[config.mk]
export PLATFORM = sky130hd
export DESIGN_NAME = matmul_ctrl
export DESIGN_NICKNAME = d
export VERILOG_FILES = /design/src/rtl/matmul_ctrl.sv
export SDC_FILE = /design/constraint.sdc
export NUM_CORES = 1
export LEC_CHECK = 0
export CAP_MARGIN = 30
export CELL_PAD_IN_SITES_DETAIL_PLACEMENT = 0
export CELL_PAD_IN_SITES_GLOBAL_PLACEMENT = 2
export CORE_MARGIN = 2
export CORE_UTILIZATION = 46
export CTS_CLUSTER_SIZE = 10
export DETAILED_ROUTE_END_ITERATION = 16
export PLACE_DENSITY_LB_ADDON = 0.2
export SYNTH_ARGS = -nofsm -noshare
export SYNTH_HDL_FRONTEND = slang
export SYNTH_SLANG_ARGS = --single-unit
[constraint.sdc]
create_clock -name clk -period 20.1 [get_ports clk]
set_input_delay 2.01 -clock clk [delete_from_list [all_inputs] [get_ports clk]]
set_output_delay 2.01 -clock clk [all_outputs]
set_load 0.02 [all_outputs]
[src/rtl/matmul_ctrl.sv]
// rtl/matmul_ctrl.sv - NxN signed matrix-multiply controller with serial load, sequential MAC and byte-serial readout
// Optional build macro TPU_RELU_EN: negative results read out as all-zero bytes.
module matmul_ctrl #(
   parameter int N  = 2,
   parameter int DW = 8
) (
   input  logic                     clk,
   input  logic                     rst,
   input  logic                     load_en,
   input  logic                     load_sel_ab,
   input  logic [$clog2(N*N)-1:0]   load_index,
   input  logic [DW-1:0]            in_data,
   input  logic                     start,
   input  logic                     output_en,
   output logic [7:0]               out_data,
   output logic                     busy,
   output logic                     done
);
   localparam int AW = 2*DW + $clog2(N);
   localparam int OB = (AW + 7) / 8;
   localparam int IW = $clog2(N*N);
   localparam int CW = $clog2(N);
   localparam int BW = (OB > 1) ? $clog2(OB) : 1;
   localparam logic [CW-1:0] LAST_K = CW'(N-1);
   localparam logic [BW-1:0] LAST_B = BW'(OB-1);
   localparam logic [IW-1:0] LAST_R = IW'(N*N-1);

   typedef enum logic [1:0] {S_IDLE, S_COMPUTE, S_DONE} state_t;
   state_t state, state_nxt;

   logic signed [DW-1:0] a_mem [N*N];
   logic signed [DW-1:0] b_mem [N*N];
   logic signed [AW-1:0] c_mem [N*N];
   logic signed [AW-1:0] acc;
   logic signed [AW-1:0] mac_sum;
   logic signed [2*DW-1:0] prod;
   logic [CW-1:0] i_cnt, j_cnt, k_cnt;
   logic [IW-1:0] a_idx, b_idx, c_idx;
   logic [IW-1:0] rd_elem;
   logic [BW-1:0] rd_byte;
   logic          idx_ok, load_wr, last_mac;
   logic [OB*8-1:0] rd_ext, rd_shift;

   assign idx_ok   = int'(load_index) < N*N;
   assign load_wr  = load_en && idx_ok && (state != S_COMPUTE);
   assign a_idx    = IW'(i_cnt) * IW'(N) + IW'(k_cnt);
   assign b_idx    = IW'(k_cnt) * IW'(N) + IW'(j_cnt);
   assign c_idx    = IW'(i_cnt) * IW'(N) + IW'(j_cnt);
   assign prod     = a_mem[a_idx] * b_mem[b_idx];
   assign mac_sum  = acc + {{(AW-2*DW){prod[2*DW-1]}}, prod};
   assign last_mac = (i_cnt == LAST_K) && (j_cnt == LAST_K) && (k_cnt == LAST_K);

   always_ff @(posedge clk or posedge rst) begin
      if (rst) state <= S_IDLE;
      else     state <= state_nxt;
   end

   always_comb begin
      state_nxt = state;
      busy      = 1'b0;
      done      = 1'b0;
      case (state)
         S_IDLE:    if (start && !load_en) state_nxt = S_COMPUTE;
         S_COMPUTE: begin
            busy = 1'b1;
            if (last_mac) state_nxt = S_DONE;
         end
         S_DONE: begin
            done = 1'b1;
            if (load_en)    state_nxt = S_IDLE;
            else if (start) state_nxt = S_COMPUTE;
         end
         default:   state_nxt = S_IDLE;
      endcase
   end

   // Counters wrap back to zero on the final MAC, so every pass starts from (0,0,0).
   always_ff @(posedge clk or posedge rst) begin
      if (rst) begin
         for (int x = 0; x < N*N; x++) begin
            a_mem[x] <= '0;
            b_mem[x] <= '0;
            c_mem[x] <= '0;
         end
         acc     <= '0;
         i_cnt   <= '0;
         j_cnt   <= '0;
         k_cnt   <= '0;
         rd_elem <= '0;
         rd_byte <= '0;
      end else begin
         if (load_wr) begin
            if (load_sel_ab) b_mem[load_index] <= in_data;
            else             a_mem[load_index] <= in_data;
         end
         case (state)
            S_COMPUTE: begin
               rd_elem <= '0;
               rd_byte <= '0;
               if (k_cnt == LAST_K) begin
                  c_mem[c_idx] <= mac_sum;
                  acc          <= '0;
                  k_cnt        <= '0;
                  if (j_cnt == LAST_K) begin
                     j_cnt <= '0;
                     i_cnt <= (i_cnt == LAST_K) ? '0 : i_cnt + CW'(1);
                  end else begin
                     j_cnt <= j_cnt + CW'(1);
                  end
               end else begin
                  acc   <= mac_sum;
                  k_cnt <= k_cnt + CW'(1);
               end
            end
            S_DONE: begin
               if (output_en) begin
                  if (rd_byte == LAST_B) begin
                     rd_byte <= '0;
                     rd_elem <= (rd_elem == LAST_R) ? '0 : rd_elem + IW'(1);
                  end else begin
                     rd_byte <= rd_byte + BW'(1);
                  end
               end
            end
            default: ;
         endcase
      end
   end

   always_comb begin
      rd_ext          = {(OB*8){c_mem[rd_elem][AW-1]}};
      rd_ext[AW-1:0]  = c_mem[rd_elem];
`ifdef TPU_RELU_EN
      if (c_mem[rd_elem][AW-1]) rd_ext = '0;
`endif
      rd_shift = rd_ext >> {rd_byte, 3'b000};
      out_data = (state == S_DONE) ? rd_shift[7:0] : 8'h00;
   end
endmodule

# After elaboration in Yosys (flattened, before gate mapping)
# Cells that the tools add are included.
[op_classes] addsub=9 multipliers=1 n_div=0 magnitude_cmp=7 eq_ne=10 shifts=1 muxes=35 bitwise=6 reduce_logical=16
[op_table] op="$bwmux 68" n=1
[op_table] op="$mux 17" n=4
[op_table] op="$bwmux 32" n=2
[op_table] op="$mux 8" n=6
[op_table] op="$bmux 17 s2" n=1
[op_table] op="$demux 17 s2" n=1
[op_table] op="$bmux 8 s2" n=2
[op_table] op="$shr 24x5->8" n=1
[op_table] op="$mux 2" n=9
[op_table] op="$add 17x17->17" n=1
[op_table] op="$demux 8 s2" n=1
[op_table] op="$mul 8x8->16" n=1
[op_table] op="$ge 3x3->1 const B" n=5
[op_table] op="$not 2->3" n=5
[op_table] op="$reduce_and 3->1" n=3
[op_table] op="$ne 2x2->1 const B" n=4
[op_table] op="$pmux 2 s2" n=2
[op_table] op="$reduce_and 2->1" n=4
[op_table] op="$add 2x1->2" n=3
[op_table] op="$eq 2x2->1 const B" n=3
[op_table] op="$logic_and 1x1->1" n=6
[op_table] op="$lt 3x1->1 const B" n=2
[op_table] op="$pmux 2 s3" n=1
[op_table] op="$mux 1" n=5
[op_table] op="9 further kinds" n=12
[word_totals] regBits=158 latch_bits=0 ram_bits=0 romBits=0 input_bits=16 output_inout_bits=10 word_cells=104 mem_count=0

# Logic depth before layout (Yosys ltp)
# Gate-level depths: netlist (run 1).
[logic_depth] ltp_word=8 ltp_mapped=31 depth_no_buf=28

# Least setup slack after synthesis (run 1)
# Ideal clock, no wire load.
[synth_path] path_kind="register to register" start="register i_cnt" end="register c_mem[16] (netlist bit)" setup_ns=0.074 t_arrival_ns=6.727 required_ns=20.026 slack_ns=13.299 stages_incl_launch_ff=29 path_buffers=3 synth_period_minus_slack_ns=6.801 path_cell_list="dfrtp_1 > clkbuf_1 > buf_1 > mux4_2 > or2_2 > fa_1 > fa_1 > inv_1 > fa_1 > inv_1 > fa_1 > inv_1 > ha_1 > o21ai_0 > nor2_1 > o21a_1 > nor2_1 > o21bai_1 > a21oi_1 > xnor2_1 > ha_1 > clkbuf_1 > a21oi_1 > o22ai_1 > o21a_1 > or2_2 > nor2_1 > xor3_2 > o21ai_2"
[synth_via] elab_chain_len=8 elab_cells_between_ends=15 classes_between="add/sub: 3; mul: 1; order compare: 2; mux: 6; bitwise: 2; reduce/logical: 1"
[synth_lines] item="from (decl)" line_no="37" rtl="logic [CW-1:0] i_cnt, j_cnt, k_cnt;"
[synth_lines] item="from (signal assigned)" line_no="106" rtl="i_cnt <= (i_cnt == LAST_K) ? '0 : i_cnt + CW'(1);"
[synth_lines] item="$add 2x1->2" line_no="46" rtl="assign a_idx = IW'(i_cnt) * IW'(N) + IW'(k_cnt);"
[synth_lines] item="$not 2->3 (implied by the code)" line_no="49" rtl="assign prod = a_mem[a_idx] * b_mem[b_idx];"
[synth_lines] item="$bmux 8 s2" line_no="49"
[synth_lines] item="$mux 8 (implied by the code) (2 in series)" line_no="49"
[synth_lines] item="$mul 8x8->16" line_no="49"
[synth_lines] item="$add 17x17->17" line_no="50" rtl="assign mac_sum = acc + {{(AW-2*DW){prod[2*DW-1]}}, prod};"
[synth_lines] item="$bwmux 68 (*)" line_no="101" rtl="c_mem[c_idx] <= mac_sum;"
[synth_lines] item="to (signal, indexed assignment)" line_no="101"
[synth_lines] item="to (decl)" line_no="33" rtl="logic signed [AW-1:0] c_mem [N*N];"
# Mark *: on every way between the ends. The rest lies on a longest branch, timed or not. The select of a mux whose other input is x is not followed.
# A chain may end at the register's enable or synchronous reset.

# Worst setup path after layout (run 1)
[layout_path] start="register k_cnt" end="register c_mem[50] (netlist bit)"
[layout_via] elab_chain_len=8 elab_cells_between_ends=14 classes_between="add/sub: 3; mul: 1; mux: 7; bitwise: 2; reduce/logical: 1"
[layout_lines] item="from (decl)" line_no="37"
[layout_lines] item="from (signal assigned)" line_no="112" rtl="k_cnt <= k_cnt + CW'(1);"
[layout_lines] item="$add 2x1->2, on equally long branches" line_no="46, 47"
[layout_lines] item="$not 2->3 (implied by the code)" line_no="49"
[layout_lines] item="$bmux 8 s2" line_no="49"
[layout_lines] item="$mux 8 (implied by the code) (2 in series)" line_no="49"
[layout_lines] item="$mul 8x8->16" line_no="49"
[layout_lines] item="$add 17x17->17" line_no="50"
[layout_lines] item="$bwmux 68" line_no="101"
# Several ways; a longest one is shown, not always the timed one. The select of a mux whose other input is x is not followed.

==> results.cfg, run 1 <==
[run_status]
status = finished, final reports clean

[drt]
drt_iter0_markers = 368
vias = 6873
post_drt_via_cell_ratio = 5.41
wl_per_cell_um = 18.0
drc_errors = 0
drt_first_pass_iters = 4
postRouteAntennaNets = 0
drt_wl_total_um = 22800

[finish]
fin_cells = 1270
multi_input_area_um2 = 6010
mostFrequentLayoutCells = 158 x dfrtp_1, 102 x inv_1, 95 x mux2_2
seq_area_um2 = 3950
drive_gt1_share_pct = 19.4
area_delta_synth_final_pct = 11.2
antenna_cells = 0
stdcell_area_um2 = 11700
final_common_cell = dfrtp_1
fillCellCount = 2044
layout.nets = 1091

[yosys]
synthCells = 953
avgSynthCellArea_um2 = 11.0
synth_flop_cell = dfrtp_1
ys_ff_latch = 158
synth_cell_types = 61
yosys_warnings = 0
synth_nets = 1072
syn-cell-area_um2 = 10500
synthTopCellsByArea = dfrtp_1 38%, fa_1 11%, mux2_2 10%
ys_seq_area_share_pct = 37.6
synth.top_cell.area_share_pct = 37.6
synth-edff-count = 0
synth-async-reset-ratio_pct = 100
yosysTopAreaCell = dfrtp_1

[floorplanning]
die_w_um = 155
rows = 55
start_util_pct = 46.6
floorplan.die_area_um2 = 24100
fp.dieH_um = 155
core_um2 = 22600
io_pins = 26

[global_routing]
grt_start_max_net_pins = 92
antenna_found_initial = 0
grt_pass1_vias = 7101
grt_overflow = 0
grt_pass1_wl_um = 38400
grt.total_usage_pct = 20.5

[cts]
cts_buffers = 17
clkTransAtPathRegs_ns = 0.07
cts_tree = yes
clock_latency_ns = 0.44
cts_setup_buffers = 0
cts_num_sinks = 158
cts_resized = 0
postCtsHoldBufs = 0
cts_buffer_depth = 2
cts.htree.levels = 4
root_buffer = clkbuf_16

[setup_path]
r2r_setup_slack_ns = 12.50
critPathKind = flop to flop
crit_fanout = 17
reg2regPathDepth = 26
reg2reg_from = k_cnt$_DFFE_PP0P_
critPathArrivalTime_ns = 7.95
reg2reg_to = c_mem[50]$_DFFE_PP0P_
setup.worst_path.end_class = flop
cp.required_ns = 20.46
start_kind = flop

[placement]
dp_hpwl_um = 16900
dp.cells = 1238
finalWeightedCongestion = 0.830
detailed_place.area_um2 = 11100
io_buffers = 25
pre_cts_slack_ns = 12.47

[sta]
worst_pin_slew_ns = 0.895
slew-limit-headroom_pct = 39.9
fin_crit_ns = 7.60
fin_tns_setup_ns = 0
setup_ws_ns = 12.50
slew_violations = 0
finalCritPeriodShare_pct = 37.8
setup_violations = 0
skew_ns = 0.0174
hold_violations = 0
rsz0062_at_grt = false
fmax_ghz = 0.132

[flow_run]
maxCapViolations = 0

[worst_hold_path]
hold_path_end = c_mem[56]$_DFFE_PP0P_
holdPathStages = 2
min_from = c_mem[56]$_DFFE_PP0P_
hold_path_class = flop to flop
==> through the flow <==
step	hold WS (ns)	utilization, %
3_5_place_dp	0.461	49.0
6_report	0.474	51.8
5_1_grt	0.499	51.8
3_3_place_gp	0.458	48.8
2_1_floorplan	0.441	-
4_1_cts	0.479	51.8
==> synth_stat cells, types with 2 or more instances <==
cell       number
and2_1         46
nand3b_1        4
a22o_1         16
fa_1           56
nor4_1          2
or3_1           8
xor2_1          7
nand2b_1       18
dfrtp_1       158
a21oi_1        37
o21a_1          6
nor3_2          2
mux4_2         32
o21ai_0        29
clkbuf_1       20
o21bai_1        7
nand4_1         4
nand2_1        94
and3_1          3
nor2b_1         6
o311ai_1        2
inv_1         103
buf_2           7
mux2_2         95
nand3_1        13
a211oi_1        2
nor3_1         11
mux2_1          2
a2111oi_4       2
xnor2_1        19
a211o_1         2
a21o_1          4
buf_4           5
or2_2           3
a21o_2          2
o21ai_2         6
o21ai_1        12
a31oi_1         2
ha_1           47
nor2_1         38
==> flip-flops by register name (all words and copies together), names as in the netlist <==
name / count
j_cnt: 1
b_mem: 32
i_cnt: 1
state: 2
a_mem: 32
rd_byte: 2
rd_elem: 2
acc: 17
k_cnt: 1
c_mem: 68
==> logic make-up (layout without fill, tap and decap cells) <==
group | after synthesis | after routing | share of synthesized area (%)
DFF | 158 | 158 | 37.6
xor gates and xnor gates | 27 | 27 | 2.40
muxes | 130 | 130 | 17.3
buffers and inverters | 138 | 170 | 5.26
adders and majority gates | 103 | 103 | 16.3
and+or+nand+nor | 257 | 257 | 12.1
AOI/OAI and AO/OA | 140 | 140 | 9.03
==> critical path, stage by stage, from the launching register on <==
cell	delay, ns
dfrtp_1	0.72
buf_4	0.38
mux2_2	0.37
o21ai_1	0.52
or2_2	0.24
fa_1	0.41
fa_1	0.54
inv_1	0.05
fa_1	0.53
inv_1	0.05
fa_1	0.53
inv_1	0.04
ha_1	0.31
a21oi_1	0.21
o21bai_1	0.09
a21oi_1	0.22
o21ai_1	0.14
or4_1	0.41
nand3_1	0.11
ha_1	0.27
nand3_1	0.17
o22ai_1	0.15
o21a_1	0.19
or2_2	0.30
nor2_1	0.11
xor3_2	0.33
o21ai_2	0.13
==> worst max path at each step <==
stage | start | slack, ns | end | cells past startpoint
after floorplan | i_cnt$_DFFE_PP0P_ | 13.30 | c_mem[16]$_DFFE_PP0P_ | 28
after global placement | k_cnt$_DFFE_PP0P_ | 12.57 | c_mem[33]$_DFFE_PP0P_ | 26
after detailed placement | k_cnt$_DFFE_PP0P_ | 12.47 | c_mem[50]$_DFFE_PP0P_ | 26
after CTS | k_cnt$_DFFE_PP0P_ | 12.44 | c_mem[50]$_DFFE_PP0P_ | 26
after global routing | k_cnt$_DFFE_PP0P_ | 11.93 | c_mem[50]$_DFFE_PP0P_ | 27
final | k_cnt$_DFFE_PP0P_ | 12.50 | c_mem[50]$_DFFE_PP0P_ | 26
==> final cells by class <==
| type | count | share of cell area [%] |
|---|---|---|
| multi-input cells | 657 | 51.4 |
| repair buffers | 34 | 2.89 |
| clock inverters | 15 | 1.88 |
| inverters | 104 | 3.38 |
| clock buffers | 17 | 3.64 |
| flip-flops and latches | 158 | 33.8 |
| well taps | 285 | 3.05 |
==> metal layers <==
layer | track usage, % | wire length [µm] | vias up
met5 | 0 | 0 | -
met4 | 4.67 | 255 | 0
met3 | 3.18 | 572 | 22
met2 | 32.1 | 10400 | 79
met1 | 30.2 | 11600 | 3460
li1 | - | - | 3312
Power of run 1 is not shown: default switching activity piles up to over one toggle a cycle in this logic, so the estimate is an artifact.
==> run 2: changes to the inputs <==
--- a/config.mk
+++ b/config.mk
@@ -9,7 +9,7 @@
 export CELL_PAD_IN_SITES_DETAIL_PLACEMENT = 0
 export CELL_PAD_IN_SITES_GLOBAL_PLACEMENT = 2
 export CORE_MARGIN = 2
-export CORE_UTILIZATION = 46
+export CORE_UTILIZATION = 43
 export CTS_CLUSTER_SIZE = 10
 export DETAILED_ROUTE_END_ITERATION = 16
 export PLACE_DENSITY_LB_ADDON = 0.2
==> constraint.sdc (replaced) <==
create_clock -name clk -period 7.47 [get_ports clk]
set_input_delay 0.747 -clock clk [delete_from_list [all_inputs] [get_ports clk]]
set_output_delay 0.747 -clock clk [all_outputs]
set_load 0.02 [all_outputs]
==> run 2 against run 1 <==
  * Critical path depth is 1 higher
  * Clock skew up 0.017 ns
  * Design area is 0.34% higher
  * Via count fell by 0.25%
  * Sequential share of layout area shrank 0.12 points
  * Clock-buffer cell count grew 1
  * Register-to-register slack worse by 12 ns
  * Worst hold slack improved by 0.0025 ns
  * Final cell count is 3.7% higher
  * Maximum frequency increased by 8.1%
  * Global-route usage shrank 1.2 points
  * Critical path type unchanged
  * Critical endpoint is now c_mem[33]$_DFFE_PP0P_
==> results.cfg, run 2 (same netlist as run 1, synthesis figures left out) <==
[run_status]
status = finished, final reports clean

[global_routing]
grt.total_usage_pct = 19.3
grt_pass1_wl_um = 38700
grt_pass1_vias = 7033
grt_use_met3_pct = 3.05
use_met1_pct = 28.6
grt_start_max_net_pins = 94
antenna_found_initial = 0
grtUsageMet2_pct = 30.3
grt_overflow = 0
grt_busiest_layer = met2

[drt]
postRouteAntennaNets = 0
drt_iter0_markers = 350
vias = 6856
drt_wl_total_um = 23100
wl_per_cell_um = 17.5
post_drt_via_cell_ratio = 5.21
drc_errors = 0
drt_first_pass_iters = 4

[setup_path]
setup.worst_path.end_class = flop
critPathKind = flop to flop
reg2reg_from = j_cnt$_DFFE_PP0P_
crit_fanout = 10
critPathLaunch = j_cnt$_DFFE_PP0P_
start_kind = flop
cp.required_ns = 7.82
critPathArrivalTime_ns = 7.38

[finish]
area_delta_synth_final_pct = 11.6
mostFrequentLayoutCells = 158 x dfrtp_1, 102 x inv_1, 95 x mux2_2
reg_top3 = c_mem (68), a_mem (32), b_mem (32)
antenna_cells = 0
largest_reg_flops = 68
fillCellCount = 2237
drive_gt1_share_pct = 19.9
multi_input_area_um2 = 6010
regMostFlops = c_mem
final_common_cell = dfrtp_1
seq_area_um2 = 3950
layout.nets = 1100

[cts]
clkTransAtPathRegs_ns = 0.07
cts_buffer_depth = 2
cts_num_sinks = 158
clock_latency_ns = 0.45
cts.htree.levels = 4
postCtsHoldBufs = 0
cts_resized = 0
cts_setup_buffers = 0
cts_tree = yes
cts_buffers = 17
root_buffer = clkbuf_16

[placement]
io_buffers = 25
dp_hpwl_um = 17400
finalWeightedCongestion = 0.790

[sta]
fin_tns_setup_ns = 0
rsz0062_at_grt = false
skew_ns = 0.0347
finalCritPeriodShare_pct = 94.1
setup_violations = 0
fin_crit_ns = 7.03
worst_pin_slew_ns = 0.842
hold_violations = 0
slew_violations = 0
fmax_ghz = 0.142
slew-limit-headroom_pct = 43.9

[worst_hold_path]
hold_path_class = flop to flop
min_from = c_mem[61]$_DFFE_PP0P_

[floorplanning]
io_pins = 26
floorplan.die_area_um2 = 25700
core_um2 = 24200
die_w_um = 160
start_util_pct = 43.5
rows = 57
fp.dieH_um = 160

[flow_run]
maxCapViolations = 0
-- run 2: area by class of cell --
class | instances | share of cell area (%)
Clock buffer | 18 | 3.66
Inverter | 104 | 3.37
Multi-Input combinational cell | 657 | 51.2
Tap cell | 324 | 3.45
Sequential cell | 158 | 33.7
Timing Repair Buffer | 43 | 3.56
Clock inverter | 13 | 1.09
-- run 2: metal layers --
metal | wire length (µm) | part of all wire, %
met4 | 57 | 0.25
met1 | 11600 | 50
met3 | 727 | 3.2
met5 | 0 | 0
met2 | 10700 | 46
-- run 2: worst paths after layout --
kind / cells after the start / end / slack [ns]
setup / recovery: 27 / c_mem[33]$_DFFE_PP0P_ / 0.44
hold / removal: 2 / c_mem[61]$_DFFE_PP0P_ / 0.48
setup reg to reg: 27 / c_mem[33]$_DFFE_PP0P_ / 0.44
hold reg to reg: 2 / c_mem[61]$_DFFE_PP0P_ / 0.48
max in group asynchronous: 3 / c_mem[47]$_DFFE_PP0P_ / 5.25
min in group asynchronous: 2 / a_mem[0]$_DFFE_PP0P_ / 0.85
-- run 2: metrics by stage --
step	hold slack, ns	std cells	cell area, µm²	utilization [%]	setup WS (ns)
after CTS	0.482	1317	11700	48.5	0.388
after detailed placement	0.463	1286	11200	46.2	0.413
final	0.476	1317	11700	48.5	0.439
after floorplan	0.441	953	10500	-	0.669
after global routing	0.502	1317	11700	48.5	0.00116
after global placement	0.459	1285	11200	46.1	0.476
-- run 2: critical path, stage by stage, from the launching register on --
cell and delay (ns):
dfrtp_1 0.67, mux4_2 0.65, and2_1 0.17, ha_1 0.26, inv_1 0.05, fa_1 0.49, inv_1 0.04, ha_1 0.26
inv_1 0.05, fa_1 0.53, inv_1 0.04, ha_1 0.23, fa_1 0.42, a21o_2 0.23, a21oi_1 0.23, o21bai_1 0.10
a21oi_1 0.22, o21ai_1 0.14, or4_1 0.42, nand3_1 0.11, ha_1 0.27, nand3_1 0.17, o22ai_1 0.15, o21a_1 0.20
or2_2 0.29, nor2_1 0.10, xor3_2 0.33, o21ai_2 0.13
Power of run 2 is left out for the same reason.
